`config.mk`:
```
export PLATFORM = sky130hd
export DESIGN_NAME = multdiv_iter_unit
export DESIGN_NICKNAME = d
export VERILOG_FILES = /design/src/rtl/multdiv_iter_unit.sv
export SDC_FILE = /design/constraint.sdc
export NUM_CORES = 1
export LEC_CHECK = 0
export ABC_AREA = 0
export BUFFER_PORTS_ARGS = -buffer_cell sky130_fd_sc_hd__buf_2
export CAP_MARGIN = 20
export CORE_ASPECT_RATIO = 0.6
export CORE_MARGIN = 3
export CORE_UTILIZATION = 35
export CTS_CLUSTER_SIZE = 40
export DETAILED_ROUTE_END_ITERATION = 8
export PLACE_DENSITY_LB_ADDON = 0.08
export SLEW_MARGIN = 20
export SYNTH_ARGS = -nofsm -noshare
export SYNTH_HDL_FRONTEND = slang
export SYNTH_SLANG_ARGS = --single-unit
export TNS_END_PERCENT = 100
```
`constraint.sdc`:
```
create_clock -name clock -period 13 [get_ports clock]
set_input_delay 3.9 -clock clock [delete_from_list [all_inputs] [get_ports clock]]
set_output_delay 3.9 -clock clock [all_outputs]
set_load 0.005 [all_outputs]
```
`src/rtl/multdiv_iter_unit.sv`:
```
// Iterative signed multiply/divide unit: one radix-2 step per clock, WIDTH steps per op.
// Valid/ready on both request and result sides; flush aborts an in-flight op.
module multdiv_iter_unit #(
  parameter int WIDTH = 32,
  parameter int TAG_W = 5
) (
  input  logic             clock,
  input  logic             reset,
  input  logic             in_valid,
  output logic             in_ready,
  input  logic             op_mult,
  input  logic             op_div,
  input  logic [WIDTH-1:0] operandA,
  input  logic [WIDTH-1:0] operandB,
  input  logic [TAG_W-1:0] tag_in,
  input  logic             flush,
  output logic             out_valid,
  input  logic             out_ready,
  output logic [WIDTH-1:0] result,
  output logic             exception,
  output logic [TAG_W-1:0] tag_out,
  output logic             busy
);

  localparam int CNT_W = $clog2(WIDTH);

  typedef enum logic [1:0] {IDLE, RUN, DONE} state_t;

  state_t             state;
  logic [CNT_W-1:0]   cnt;
  logic               is_mult;
  logic               neg;
  logic [WIDTH-1:0]   mag_a;
  logic [WIDTH-1:0]   mag_b;
  logic [WIDTH-1:0]   acc_hi;
  logic [WIDTH-1:0]   acc_lo;
  logic [TAG_W-1:0]   tag_q;

  logic [WIDTH-1:0]   abs_a;
  logic [WIDTH-1:0]   abs_b;
  logic [WIDTH:0]     add_sum;
  logic [WIDTH-1:0]   shifted_rem;
  logic [WIDTH-1:0]   hi_next;
  logic [WIDTH-1:0]   lo_next;
  logic [2*WIDTH-1:0] prod_signed;
  logic [WIDTH-1:0]   quo_signed;
  logic [WIDTH-1:0]   fin_result;
  logic               fin_exc;

  assign in_ready = (state == IDLE) && !reset;

  assign abs_a = operandA[WIDTH-1] ? (~operandA + 1'b1) : operandA;
  assign abs_b = operandB[WIDTH-1] ? (~operandB + 1'b1) : operandB;

  // Mult keeps {product_hi, multiplier} in acc; div keeps {remainder, dividend/quotient}.
  // The remainder is always below a divisor of at most 2^(WIDTH-1), so its top bit is zero
  // and the shifted trial remainder fits in WIDTH bits.
  always_comb begin
    add_sum     = {1'b0, acc_hi} + (acc_lo[0] ? {1'b0, mag_a} : {(WIDTH+1){1'b0}});
    shifted_rem = {acc_hi[WIDTH-2:0], acc_lo[WIDTH-1]};
    hi_next     = acc_hi;
    lo_next     = acc_lo;
    if (is_mult) begin
      hi_next = add_sum[WIDTH:1];
      lo_next = {add_sum[0], acc_lo[WIDTH-1:1]};
    end else if (shifted_rem >= mag_b) begin
      hi_next = shifted_rem - mag_b;
      lo_next = {acc_lo[WIDTH-2:0], 1'b1};
    end else begin
      hi_next = shifted_rem;
      lo_next = {acc_lo[WIDTH-2:0], 1'b0};
    end
  end

  // A positive quotient with the top bit set only arises from MIN / -1.
  always_comb begin
    prod_signed = neg ? (~{hi_next, lo_next} + 1'b1) : {hi_next, lo_next};
    quo_signed  = neg ? (~lo_next + 1'b1) : lo_next;
    if (is_mult) begin
      fin_result = prod_signed[WIDTH-1:0];
      fin_exc    = prod_signed[2*WIDTH-1:WIDTH] != {WIDTH{prod_signed[WIDTH-1]}};
    end else begin
      fin_result = quo_signed;
      fin_exc    = !neg && lo_next[WIDTH-1];
    end
  end

  always_ff @(posedge clock) begin
    if (reset) begin
      state     <= IDLE;
      cnt       <= '0;
      out_valid <= 1'b0;
      result    <= '0;
      exception <= 1'b0;
      tag_out   <= '0;
      busy      <= 1'b0;
    end else if (flush) begin
      state     <= IDLE;
      out_valid <= 1'b0;
      busy      <= 1'b0;
    end else begin
      case (state)
        IDLE: begin
          if (in_valid && (op_mult || op_div)) begin
            is_mult <= op_mult;
            neg     <= operandA[WIDTH-1] ^ operandB[WIDTH-1];
            mag_a   <= abs_a;
            mag_b   <= abs_b;
            tag_q   <= tag_in;
            cnt     <= '0;
            busy    <= 1'b1;
            acc_hi  <= '0;
            acc_lo  <= op_mult ? abs_b : abs_a;
            if (!op_mult && (operandB == '0)) begin
              state     <= DONE;
              out_valid <= 1'b1;
              result    <= '0;
              exception <= 1'b1;
              tag_out   <= tag_in;
            end else begin
              state <= RUN;
            end
          end
        end
        RUN: begin
          acc_hi <= hi_next;
          acc_lo <= lo_next;
          cnt    <= cnt + 1'b1;
          if (cnt == CNT_W'(WIDTH - 1)) begin
            state     <= DONE;
            out_valid <= 1'b1;
            result    <= fin_result;
            exception <= fin_exc;
            tag_out   <= tag_q;
          end
        end
        DONE: begin
          if (out_ready) begin
            state     <= IDLE;
            out_valid <= 1'b0;
            busy      <= 1'b0;
          end
        end
        default: begin
          state     <= IDLE;
          out_valid <= 1'b0;
          busy      <= 1'b0;
        end
      endcase
    end
  end

endmodule

```
* Word-level counts from Yosys, hierarchy flattened
Cells that the tools add are included.
** Operators by class
- $add $sub $neg :: 7
- Multipliers :: 0
- Divide/modulo/power cells :: 0
- Magnitude comparators :: 1
- Equality and inequality tests :: 8
- Shifts and indexed selects :: 0
- Multiplexer cells :: 40
- Bitwise gates (word level) :: 8
- Reduce and logical (&&, ||, !) cells :: 19
** Operator list (count)
- $mux W32 :: 14
- $pmux W32 S2 :: 3
- $add A32 B1 Y32 const B :: 3
- $not A32 Y32 :: 3
- $add A64 B1 Y64 const B :: 1
- $mux W64 :: 1
- $not A64 Y64 :: 1
- $add A32 B32 Y33 :: 1
- $ge A32 B32 Y1 :: 1
- $logic_not A32 Y1 :: 1
- $ne A32 B32 Y1 :: 1
- $sub A32 B32 Y32 :: 1
- $mux W5 :: 4
- $pmux W5 S2 :: 2
- $reduce_and A4 Y1 :: 3
- $reduce_and A3 Y1 :: 3
- $mux W1 :: 8
- $mux W2 :: 4
- $pmux W1 S3 :: 2
- $pmux W2 S3 :: 1
- $add A5 B1 Y5 const B :: 1
- $eq A5 B5 Y1 const B :: 1
- $reduce_and A5 Y1 :: 1
- $logic_and A1 B1 Y1 :: 4
- 12 further kinds :: 18
** Storage, ports and cells
- Register bits :: 182
- Latch bits :: 0
- Memory bits (writable) :: 0
- Memory bits (read-only) :: 0
- Bits of input ports :: 76
- Output and inout bits :: 41
- Logic and storage cells :: 97
- Memories :: 0

* Depth between registers and ports, before layout
Gate-level depths: netlist of run 1.
- Depth in word-level cells :: 10
- Mapped depth :: 26
- Gate-level depth less buffers :: 22

* Least setup slack after synthesis of run 1
OpenSTA, ideal clock, no wires.
- Kind :: input-to-reg
- Start :: input op_mult
- End :: register is_mult (enable)
- Setup time :: 0.703 ns
- Arrival time :: 11.759 ns
- Data required time :: 12.297 ns
- Setup slack :: 0.537 ns
- Stages on the path :: 3
- Buffers on the path :: 1
- Path through :: clkbuf_1 o21ai_0 nor4b_1
** On the way
- Cells in the longest elaborated chain, start to end :: 3
** Ends and longest elaborated chain
- start: declaration :: RTL line 11 : input logic op_mult,
- $logic_or A1 B1 Y1 :: RTL line 104 : if (in_valid && (op_mult || op_div)) begin
- $logic_and A1 B1 Y1 :: RTL line 104
- $reduce_and A4 Y1 (no line)
- end signal: assignment :: RTL line 105 : is_mult <= op_mult;
- end: declaration :: RTL line 31 : logic is_mult;
No other way between the ends.
A chain may end at the register's enable or synchronous reset.

* Final worst setup path of run 1
- Start :: input reset
- End :: output in_ready
** On the way
- Cells in the longest elaborated chain, start to end :: 2
** Ends and longest elaborated chain
- start: declaration :: RTL line 8 : input logic reset,
- $logic_not A1 Y1 :: RTL line 50 : assign in_ready = (state == IDLE) && !reset;
- $logic_and A1 B1 Y1 :: RTL line 50
- end: declaration :: RTL line 10 : output logic in_ready,
No other way between the ends.

==> impl_metrics.csv, run 1 <==
group,metric,value,unit
worst_setup_path,rr_startpoint,"acc_hi[28]$_SDFFCE_PN0P_",
die,floorplan.die_area,45610,um^2
clock_tree,cts.path.max_buffers,2,
flow_run,max_cap_violations,0,
timing,post-route-period-util,0.6760,
grt,global_route.overflow_total,0,
logic_synthesis,synth_top_cells_by_area,"edfxtp_1 27%, xnor2_1 6.5%, mux2i_1 6.4%",
routing,dr.pass1.iters,5,
grt,number_of_global_route_vias_before_repair,12879,
clock_tree,insertion_delay,450,ps
final_layout,layout-area-overhead-vs-synth,11.28,%
die,top_level_ports,117,
logic_synthesis,synth.net_count,1869,
grt,maximum_number_of_pins_on_one_net_before_global_route_repair,66,
power,power.ir.vdd_worst,79.52,uV
logic_synthesis,ys_types,93,
worst_setup_path,critical_path.most_common_cell,"buf_2",
worst_setup_path,crit_path_end_kind,"output port",
timing,clock_skew,14.42,ps
routing,route.detailed.wl_per_inst,22.33,um
clock_tree,post_cts_resize_count,0,
clock_tree,cts.sink_count,182,
placement,place.port_buffers,116,
logic_synthesis,synth-seq-area-share,0.3318,
logic_synthesis,synthesized_area_per_cell,8.741,um^2
logic_synthesis,synth_most_common_cell,"nand2_1",
grt,grt_pass1_wl,80.17,mm
die,start_util,0.3570,
routing,post_detailed_route_via_to_cell_ratio,5.773,
logic_synthesis,synth_top_area_share,0.2693,
die,dieHeight,166.6,um
clock_tree,post_cts.repair.setup_buffers,0,
timing,worst-slew-pin-transition,1211,ps
die,chipWidth,273.7,um
clock_tree,clock_transition_time_at_the_flip_flop_clock_pins_of_the_worst_setup_and_hold_paths,60,ps
logic_synthesis,synthDominantAreaCellType,"edfxtp_1",
logic_synthesis,synth.ff_latch_count,182,
hold_path,hold_path_depth,2,
logic_synthesis,yosys_warnings,0,
timing,finalSetupViolCount,0,
placement,globalplace.congestion,0.9239,
routing,detail_route.iter0.violations,1369,
die,row_count,58,
hold_path,hold_crit_path_type,"reg2reg",
power,power.leakage,6.545,nW
worst_setup_path,worst_r2r_endpoint,"exception$_SDFFE_PP0P_",
timing,final-max-slew-violation-count,0,
timing,fmax,0.1138,GHz
hold_path,hp-start,"result[20]$_SDFFE_PP0P_",
worst_setup_path,ff2ff_path_depth,21,
logic_synthesis,synth_async_sr_flop_share,0,
worst_setup_path,crit_arrival,4890,ps
worst_setup_path,critical-path-max-stage-delay,730,ps
worst_setup_path,critical_path.slowest_cell,"buf_2",
clock_tree,tritoncts,"done",
worst_setup_path,critPathTopFamily,"buffers and inverters",
outcome,outcome,"completed",
final_layout,design_area,16750,um^2
final_layout,drive_above_1_share,0.1251,
clock_tree,hold_buffer_count_at_cts,0,
routing,final_antenna_net_count,0,
logic_synthesis,synth_edf_count,135,
worst_setup_path,worst-setup-path-type,"in2out",
placement,detailedPlacementHpwl,41.41,mm
placement,placed_area,16160,um^2
routing,drc,0,
clock_tree,root_buffer,"clkbuf_16",
final_layout,num_antenna_cells,0,
worst_setup_path,path_buf_inv,2,
worst_setup_path,worstPathMaxFanout,48,
timing,min_period,8788,ps
routing,via_count,13676,
clock_tree,numCtsBuffers,17,
final_layout,design.final.nets,1933,
worst_setup_path,cp_data_required_time,9100,ps
timing,relative_max_transition_margin,0.1717,
grt,grt_antenna_before_repair,1,
timing,fin_setup_tns,0,ps
hold_path,timing.hold.worst_endpoint,"result[20]$_SDFFE_PP0P_",
logic_synthesis,synthesis.instances,1722,
timing,timing_hold_violations_final,0,
routing,post_route_wl,52.91,mm
timing,grt_setup_unrepaired,"no",
power,pwr_density_cell,89.66,nW/um^2
worst_setup_path,setup.reg_to_reg.worst_slack,5960,ps
logic_synthesis,synthFlopType,"edfxtp_1",
worst_setup_path,critical_path.cell_chain,"buf_2 > nor3_1 > buf_2",
die,placeableCoreArea,42160,um^2
worst_setup_path,cp-start-kind,"input pin",
logic_synthesis,post_synth_instance_area,15050,um^2
logic_synthesis,yosys-top-cells-count,"163 x nand2_1, 138 x a21oi_1, 135 x edfxtp_1",
grt,grt_usage,0.2298,
clock_tree,htreeDepth,4,
==> state kept, by name, summed over array words and instances (netlist names), 2 cells and up <==
signal / cells
tag_out: 5
tag_q: 5
acc_hi: 32
cnt: 5
acc_lo: 32
mag_b: 32
mag_a: 32
state: 2
result: 32
==> area by class of cell <==
| type | instances | area [um^2] |
|---|---|---|
| fillers | 4307 | 25410 |
| multi-input cells | 1384 | 9478 |
| flip-flops and latches | 182 | 4995 |
| repair buffers | 140 | 768.2 |
| well taps | 570 | 713.2 |
| clock buffers | 23 | 501.7 |
| inverters | 61 | 229.0 |
| clock inverters | 9 | 65.06 |
==> per-stage QoR <==
step | utilization | cells | worst slack (ps) | total power (W) | hold slack (ps)
6_report | 0.3973 | 2369 | 4212 | 0.001502 | 455.6
4_1_cts | 0.3968 | 2368 | 4214 | 0.001511 | 458.9
3_3_place_gp | 0.3832 | 2336 | 4249 | 0.0009864 | 444.9
3_5_place_dp | 0.3833 | 2336 | 4222 | 0.0009871 | 449.2
5_1_grt | 0.3973 | 2369 | 4059 | 0.001568 | 478.7
2_1_floorplan | - | 1722 | 537.4 | 0.0008850 | 448.3
==> where the power goes <==
group	switching, W	total (W)	internal, W
Sequential	0.0000105	0.000656	0.000646
Combinational	0.000207	0.000323	0.000116
Clock	0.000247	0.000522	0.000276
Total	0.000464	0.00150	0.00104
==> worst max path at each step <==
stage / from / end / slack (ps) / cells after the start
final: reset / in_ready / 4210 / 3
after global routing: reset / in_ready / 4060 / 3
after CTS: reset / in_ready / 4210 / 3
after detailed placement: reset / in_ready / 4220 / 3
after global placement: reset / in_ready / 4250 / 3
after floorplan: op_mult / is_mult$_DFFE_PP_ / 540 / 3
==> metal layers <==
layer	GRT usage	share of wire
met4	0.05585	0.017
met5	0	0
met2	0.3223	0.41
met3	0.04263	0.065
met1	0.3573	0.51
==> worst min-delay path: stages, from the launching register on <==
cell and delay (ps):
dfxtp_1 310, nand2_1 50, a21oi_1 50
==> cell families after synthesis <==
group | count (synthesis) | share of synthesized area
AO/OA/AOI/OAI | 470 | 0.2081
flip-flops | 182 | 0.3318
adder cells (fa/ha/maj) | 71 | 0.06002
buffers and inverters | 156 | 0.04123
XOR/XNOR | 161 | 0.09368
multiplexers | 98 | 0.06534
AND/OR/NAND/NOR | 584 | 0.1998
==> layout by cell type, fill, tap and decap left out, types with 9 or more instances in the layout <==
cell         n
nand2_1    162
a21oi_1    137
edfxtp_1   135
nor2_1     119
buf_2      116
xnor2_1    112
mux2i_1     96
o21ai_0     93
ha_1        69
inv_1       61
xor2_1      49
dfxtp_1     47
nand3_1     46
and2_1      43
nor3_1      41
o31ai_1     31
nand4_1     26
a21o_1      25
or3_1       24
buf_4       23
a22oi_1     20
clkbuf_16   19
nand2b_1    18
and3_1      14
or4_1       14
nor4_1      14
a31oi_1     14
a211oi_1    12
o211ai_1    11
o21a_1      11
or2_2        9
o41ai_1      9
(Power assumes the default switching activity.)
==> inputs of run 2 (changes only) <==
- clock period: 13 -> 8.8 ns (I/O delays scaled with it)
==> impl_metrics.csv, run 2 (synthesis results as in run 1) <==
group,metric,value,unit
routing,drc,0,
die,dieHeight,166.6,um
clock_tree,htreeDepth,4,
power,power.ir.vdd_worst,105.5,uV
power,switchingPower,0.0007091,W
routing,route.detailed.wl_per_inst,22.55,um
worst_setup_path,crit_arrival,7260,ps
final_layout,layout-area-overhead-vs-synth,11.54,%
worst_setup_path,path_buf_inv,2,
worst_setup_path,rr_startpoint,"acc_hi[28]$_SDFFCE_PN0P_",
power,swShare,0.3142,
timing,min_period,6938,ps
timing,timing_hold_violations_final,0,
timing,finalSetupViolCount,0,
worst_setup_path,worst-setup-path-type,"in2reg",
routing,post_route_wl,53.43,mm
die,start_util,0.3570,
power,p_clk_frac,0.358,
flow_run,max_cap_violations,0,
clock_tree,tritoncts,"done",
clock_tree,numCtsBuffers,17,
grt,global_route.peak_usage_layer,"met1",
clock_tree,clock_transition_time_at_the_flip_flop_clock_pins_of_the_worst_setup_and_hold_paths,70,ps
timing,grt_setup_unrepaired,"no",
routing,final_antenna_net_count,0,
outcome,outcome,"completed",
grt,use_met3,0.04018,
clock_tree,post_cts_resize_count,0,
final_layout,most-common-layout-cells,"162 x nand2_1, 137 x a21oi_1, 135 x edfxtp_1, 119 x nor2_1, 116 x buf_2",
worst_setup_path,cp_data_required_time,9120,ps
final_layout,mostFrequentLayoutCell,"nand2_1",
routing,dr.pass1.iters,6,
worst_setup_path,crit_path_end_kind,"flip-flop",
worst_setup_path,worstPathMaxFanout,5,
grt,grt_antenna_before_repair,2,
hold_path,hold_crit_path_type,"reg2reg",
grt,maximum_number_of_pins_on_one_net_before_global_route_repair,65,
timing,hold-worst-slack,454.9,ps
grt,number_of_global_route_vias_before_repair,12750,
worst_setup_path,critical_path.most_common_cell,"or3_1",
die,top_level_ports,117,
power,power_frac_seq,0.429,
routing,detail_route.iter0.violations,1304,
clock_tree,insertion_delay,460,ps
worst_setup_path,critPathTopFamily,"simple AND/OR/NAND/NOR gates",
power,pwr_density_cell,134.4,nW/um^2
die,floorplan.die_area,45610,um^2
placement,detailedPlacementHpwl,41.48,mm
timing,fmax,0.1441,GHz
timing,fin_ws,1862,ps
worst_setup_path,cp-startpoint,"operandB[0]",
grt,grt_pass1_wl,80.27,mm
timing,relative_max_transition_margin,0.2133,
worst_setup_path,ff2ff_path_depth,21,
clock_tree,hold_buffer_count_at_cts,0,
power,gate_power_share,0.213,
worst_setup_path,critical-path-max-stage-delay,630,ps
worst_setup_path,worst_r2r_endpoint,"exception$_SDFFE_PP0P_",
power,report.power.total,0.002257,W
worst_setup_path,setup.reg_to_reg.worst_slack,1910,ps
timing,worst-slew-pin-transition,1168,ps
placement,globalplace.congestion,0.9427,
clock_tree,root_buffer,"clkbuf_16",
timing,post-route-period-util,0.7884,
routing,via_count,13680,
grt,global_route.overflow_total,0,
routing,post_detailed_route_via_to_cell_ratio,5.775,
timing,clock_skew,18.82,ps
die,row_count,58,
worst_setup_path,critical_path.cell_chain,"buf_2 > inv_1 > ha_1 > nand2_1 > or3_1 > or2_2 > or3_1 > or4_1 > or3_1 > o311a_1 > nor2_1 > nand4_1 > or3_1 > nor3_1 > nand4_1 > a2111oi_1 > a31oi_1",
worst_setup_path,critical_path.slowest_cell,"or4_1",
final_layout,design.final.nets,1932,
placement,place.port_buffers,116,
clock_tree,post_cts.repair.setup_buffers,0,
final_layout,drive_above_1_share,0.1246,
worst_setup_path,endpoint,"exception$_SDFFE_PP0P_",
clock_tree,cts.path.max_buffers,2,
die,placeableCoreArea,42160,um^2
grt,grt.met2_usage,0.3263,
clock_tree,cts.sink_count,182,
placement,dpl_worst_slack,1416,ps
timing,fin_setup_tns,0,ps
grt,grt_usage,0.2310,
power,internal_power,0.001548,W
grt,groute.layer.met1.usage,0.3585,
worst_setup_path,crit_cells,17,
worst_setup_path,cp-start-kind,"input pin",
timing,final-max-slew-violation-count,0,
power,power.leakage,6.556,nW
die,chipWidth,273.7,um
## run 2: routing by layer
layer,vias up,part of all wire
li1,6530,-
met1,6633,0.51
met2,473,0.41
met3,42,0.064
met4,2,0.017
met5,-,0.00024
## run 2: power by group through the flow
stage | Clock (W) | Combinational, W | Sequential (W)
after detailed placement | 0 | 0.000470 | 0.000990
after floorplan | 0 | 0.000323 | 0.000983
final | 0.000808 | 0.000480 | 0.000969
after CTS | 0.000822 | 0.000473 | 0.000970
after global placement | 0 | 0.000467 | 0.000990
after global routing | 0.000860 | 0.000524 | 0.000971
## run 2: per-stage QoR
step                      cell area (um^2)  utilization  instances
after floorplan                      15060            -       1722
final                                16790       0.3982       2369
after CTS                            16750       0.3972       2366
after detailed placement             16160       0.3834       2334
after global placement               16160       0.3832       2334
after global routing                 16790       0.3982       2369
## run 2: how the worst min path moves through the flow
| stage | start | end | slack [ps] | depth (start not counted) |
|---|---|---|---|---|
| CTS | result[3]$_SDFFE_PP0P_ | result[3]$_SDFFE_PP0P_ | 450 | 2 |
| global placement | result[3]$_SDFFE_PP0P_ | result[3]$_SDFFE_PP0P_ | 440 | 2 |
| global route | result[24]$_SDFFE_PP0P_ | result[24]$_SDFFE_PP0P_ | 480 | 2 |
| detailed placement | result[3]$_SDFFE_PP0P_ | result[3]$_SDFFE_PP0P_ | 440 | 2 |
| finish | result[14]$_SDFFE_PP0P_ | result[14]$_SDFFE_PP0P_ | 450 | 2 |
| floorplan | result[10]$_SDFFE_PP0P_ | result[10]$_SDFFE_PP0P_ | 450 | 2 |
## run 2: layout make-up
type	instances	area (um^2)
Inverter	61	229.0
Fill cell	4271	25370
Clock buffer	21	471.7
Multi-Input combinational cell	1384	9494
Timing Repair Buffer	139	773.2
Sequential cell	182	4995
Antenna cell	1	2.502
Clock inverter	11	110.1
Tap cell	570	713.2
## run 2: worst min-delay path, cell delays in order, from the launching register on
cell and delay, ps:
dfxtp_1 310, nand2_1 50, a21oi_1 50
==> inputs of run 3 (changes only) <==
- clock period: 8.8 -> 7.2 ns (I/O delays scaled with it)
==> impl_metrics.csv, run 3 (synthesis results as in run 1) <==
group,metric,value,unit
routing,via_count,13713,
routing,route.detailed.wl_per_inst,22.19,um
hold_path,timing.hold.worst_endpoint,"result[16]$_SDFFE_PP0P_",
worst_setup_path,rr_startpoint,"acc_hi[28]$_SDFFCE_PN0P_",
timing,fin_setup_tns,0,ps
grt,global_route.overflow_total,0,
final_layout,num_antenna_cells,0,
grt,grt_pass1_wl,79.54,mm
die,dieHeight,166.6,um
clock_tree,post_cts.repair.setup_buffers,0,
outcome,outcome,"completed",
clock_tree,clock_transition_time_at_the_flip_flop_clock_pins_of_the_worst_setup_and_hold_paths,70,ps
placement,detailedPlacementHpwl,41.70,mm
clock_tree,post_cts_resize_count,0,
final_layout,mostFrequentLayoutCell,"nand2_1",
grt,number_of_global_route_vias_before_repair,12737,
worst_setup_path,crit_path_end_kind,"flip-flop",
final_layout,drive_above_1_share,0.1282,
worst_setup_path,cp-start-kind,"input pin",
routing,final_antenna_net_count,0,
timing,final-max-slew-violation-count,0,
die,top_level_ports,117,
timing,timing_hold_violations_final,0,
timing,min_period,6454,ps
routing,post_detailed_route_via_to_cell_ratio,5.764,
timing,worst-slew-pin-transition,1152,ps
placement,dpl_worst_slack,318.4,ps
clock_tree,hold_buffer_count_at_cts,0,
placement,globalplace.congestion,0.9151,
placement,place.port_buffers,116,
clock_tree,htreeDepth,4,
grt,grt_antenna_before_repair,0,
worst_setup_path,crit_arrival,6770,ps
worst_setup_path,setup.reg_to_reg.worst_slack,910,ps
worst_setup_path,cp_data_required_time,7520,ps
routing,detail_route.iter0.violations,1249,
routing,post_route_wl,52.78,mm
power,power.leakage,6.587,nW
timing,fmax,0.1549,GHz
clock_tree,tritoncts,"done",
final_layout,design_area,16810,um^2
placement,placed_area,16240,um^2
routing,drc,0,
final_layout,layout.filler_cells,4305,
flow_run,max_cap_violations,0,
worst_setup_path,worst_r2r_endpoint,"exception$_SDFFE_PP0P_",
final_layout,design.final.nets,1943,
clock_tree,insertion_delay,450,ps
clock_tree,cts.sink_count,182,
hold_path,hold_crit_path_type,"reg2reg",
die,floorplan.die_area,45610,um^2
die,row_count,58,
die,start_util,0.3570,
hold_path,hp-start,"result[16]$_SDFFE_PP0P_",
clock_tree,cts.path.max_buffers,2,
final_layout,layout-area-overhead-vs-synth,11.70,%
timing,fin_ws,745.5,ps
timing,post-route-period-util,0.8965,
timing,relative_max_transition_margin,0.2237,
worst_setup_path,worstPathMaxFanout,5,
die,chipWidth,273.7,um
power,pwr_density_cell,162.0,nW/um^2
timing,grt_setup_unrepaired,"no",
timing,clock_skew,13.93,ps
clock_tree,root_buffer,"clkbuf_16",
worst_setup_path,worst-setup-path-type,"in2reg",
power,power.ir.vdd_worst,133.8,uV
hold_path,hold_path_depth,2,
routing,dr.pass1.iters,5,
die,placeableCoreArea,42160,um^2
clock_tree,numCtsBuffers,17,
grt,maximum_number_of_pins_on_one_net_before_global_route_repair,65,
final_layout,most-common-layout-cells,"162 x nand2_1, 137 x a21oi_1, 135 x edfxtp_1, 119 x nor2_1, 117 x buf_2",
timing,finalSetupViolCount,0,
worst_setup_path,ff2ff_path_depth,22,
grt,grt_usage,0.2290,
[run 3: cell types whose count changed in the layout (fill, tap and decap cells not counted), sizes merged]
| cell | previous run | this run |
|---|---|---|
| buf | 139 | 150 |
| clkbuf | 21 | 18 |
| inv | 68 | 69 |
| diode | 1 | 0 |
| clkinv | 3 | 5 |
[run 3: final cells by class]
class | count | area (um^2) | area share
clock buffer | 18 | 429.2 | 0.02552
timing repair buffer | 150 | 833.3 | 0.04956
clock inverter | 14 | 138.9 | 0.008260
inverter | 61 | 229.0 | 0.01362
tap | 570 | 713.2 | 0.04242
multi-input combinational | 1384 | 9475 | 0.5636
sequential | 182 | 4995 | 0.2971
[run 3: how the worst max path moves through the flow]
stage | startpoint | to | slack (ps) | cells past startpoint
floorplan | is_mult$_DFFE_PP_ | exception$_SDFFE_PP0P_ | 20 | 26
CTS | operandB[0] | exception$_SDFFE_PP0P_ | 760 | 17
global placement | operandB[0] | exception$_SDFFE_PP0P_ | 440 | 17
global route | operandB[0] | exception$_SDFFE_PP0P_ | 440 | 17
detailed placement | operandB[0] | exception$_SDFFE_PP0P_ | 320 | 17
finish | operandB[0] | exception$_SDFFE_PP0P_ | 750 | 17
[run 3: power breakdown]
part	switching (W)	internal, W
Combinational	0.000372	0.000214
Clock	0.000465	0.000489
Sequential	0.0000203	0.00117
Total	0.000857	0.00187
[run 3: critical path, stage by stage]
cell       delay, ps
buf_2            130
inv_1             60
ha_1             140
nand2_1           60
or3_1            330
or2_2            330
or3_1            490
or4_1            620
or3_1            460
o311a_1          420
nor2_1           310
nand4_1          140
or3_1            330
nor3_1           170
nand4_1          130
a2111oi_1        340
a31oi_1          130
[run 3: per-stage QoR]
step | cells | util | hold slack [ps] | power, W
2_1_floorplan | 1722 | - | 448.3 | 0.001597
3_3_place_gp | 2346 | 0.3852 | 438.2 | 0.001785
3_5_place_dp | 2346 | 0.3852 | 441.0 | 0.001788
4_1_cts | 2378 | 0.3987 | 451.2 | 0.002741
5_1_grt | 2379 | 0.3988 | 478.9 | 0.002852
6_report | 2379 | 0.3988 | 448.0 | 0.002724
[run 3: routing by layer]
layer | wire (um) | vias to the layer above | share of wire | GRT usage
li1 | - | 6551 | - | -
met1 | 26740 | 6664 | 0.51 | 0.3535
met2 | 21090 | 449 | 0.40 | 0.3158
met3 | 3819 | 49 | 0.072 | 0.05040
met4 | 1134 | 0 | 0.021 | 0.06072
met5 | 0 | - | 0 | 0
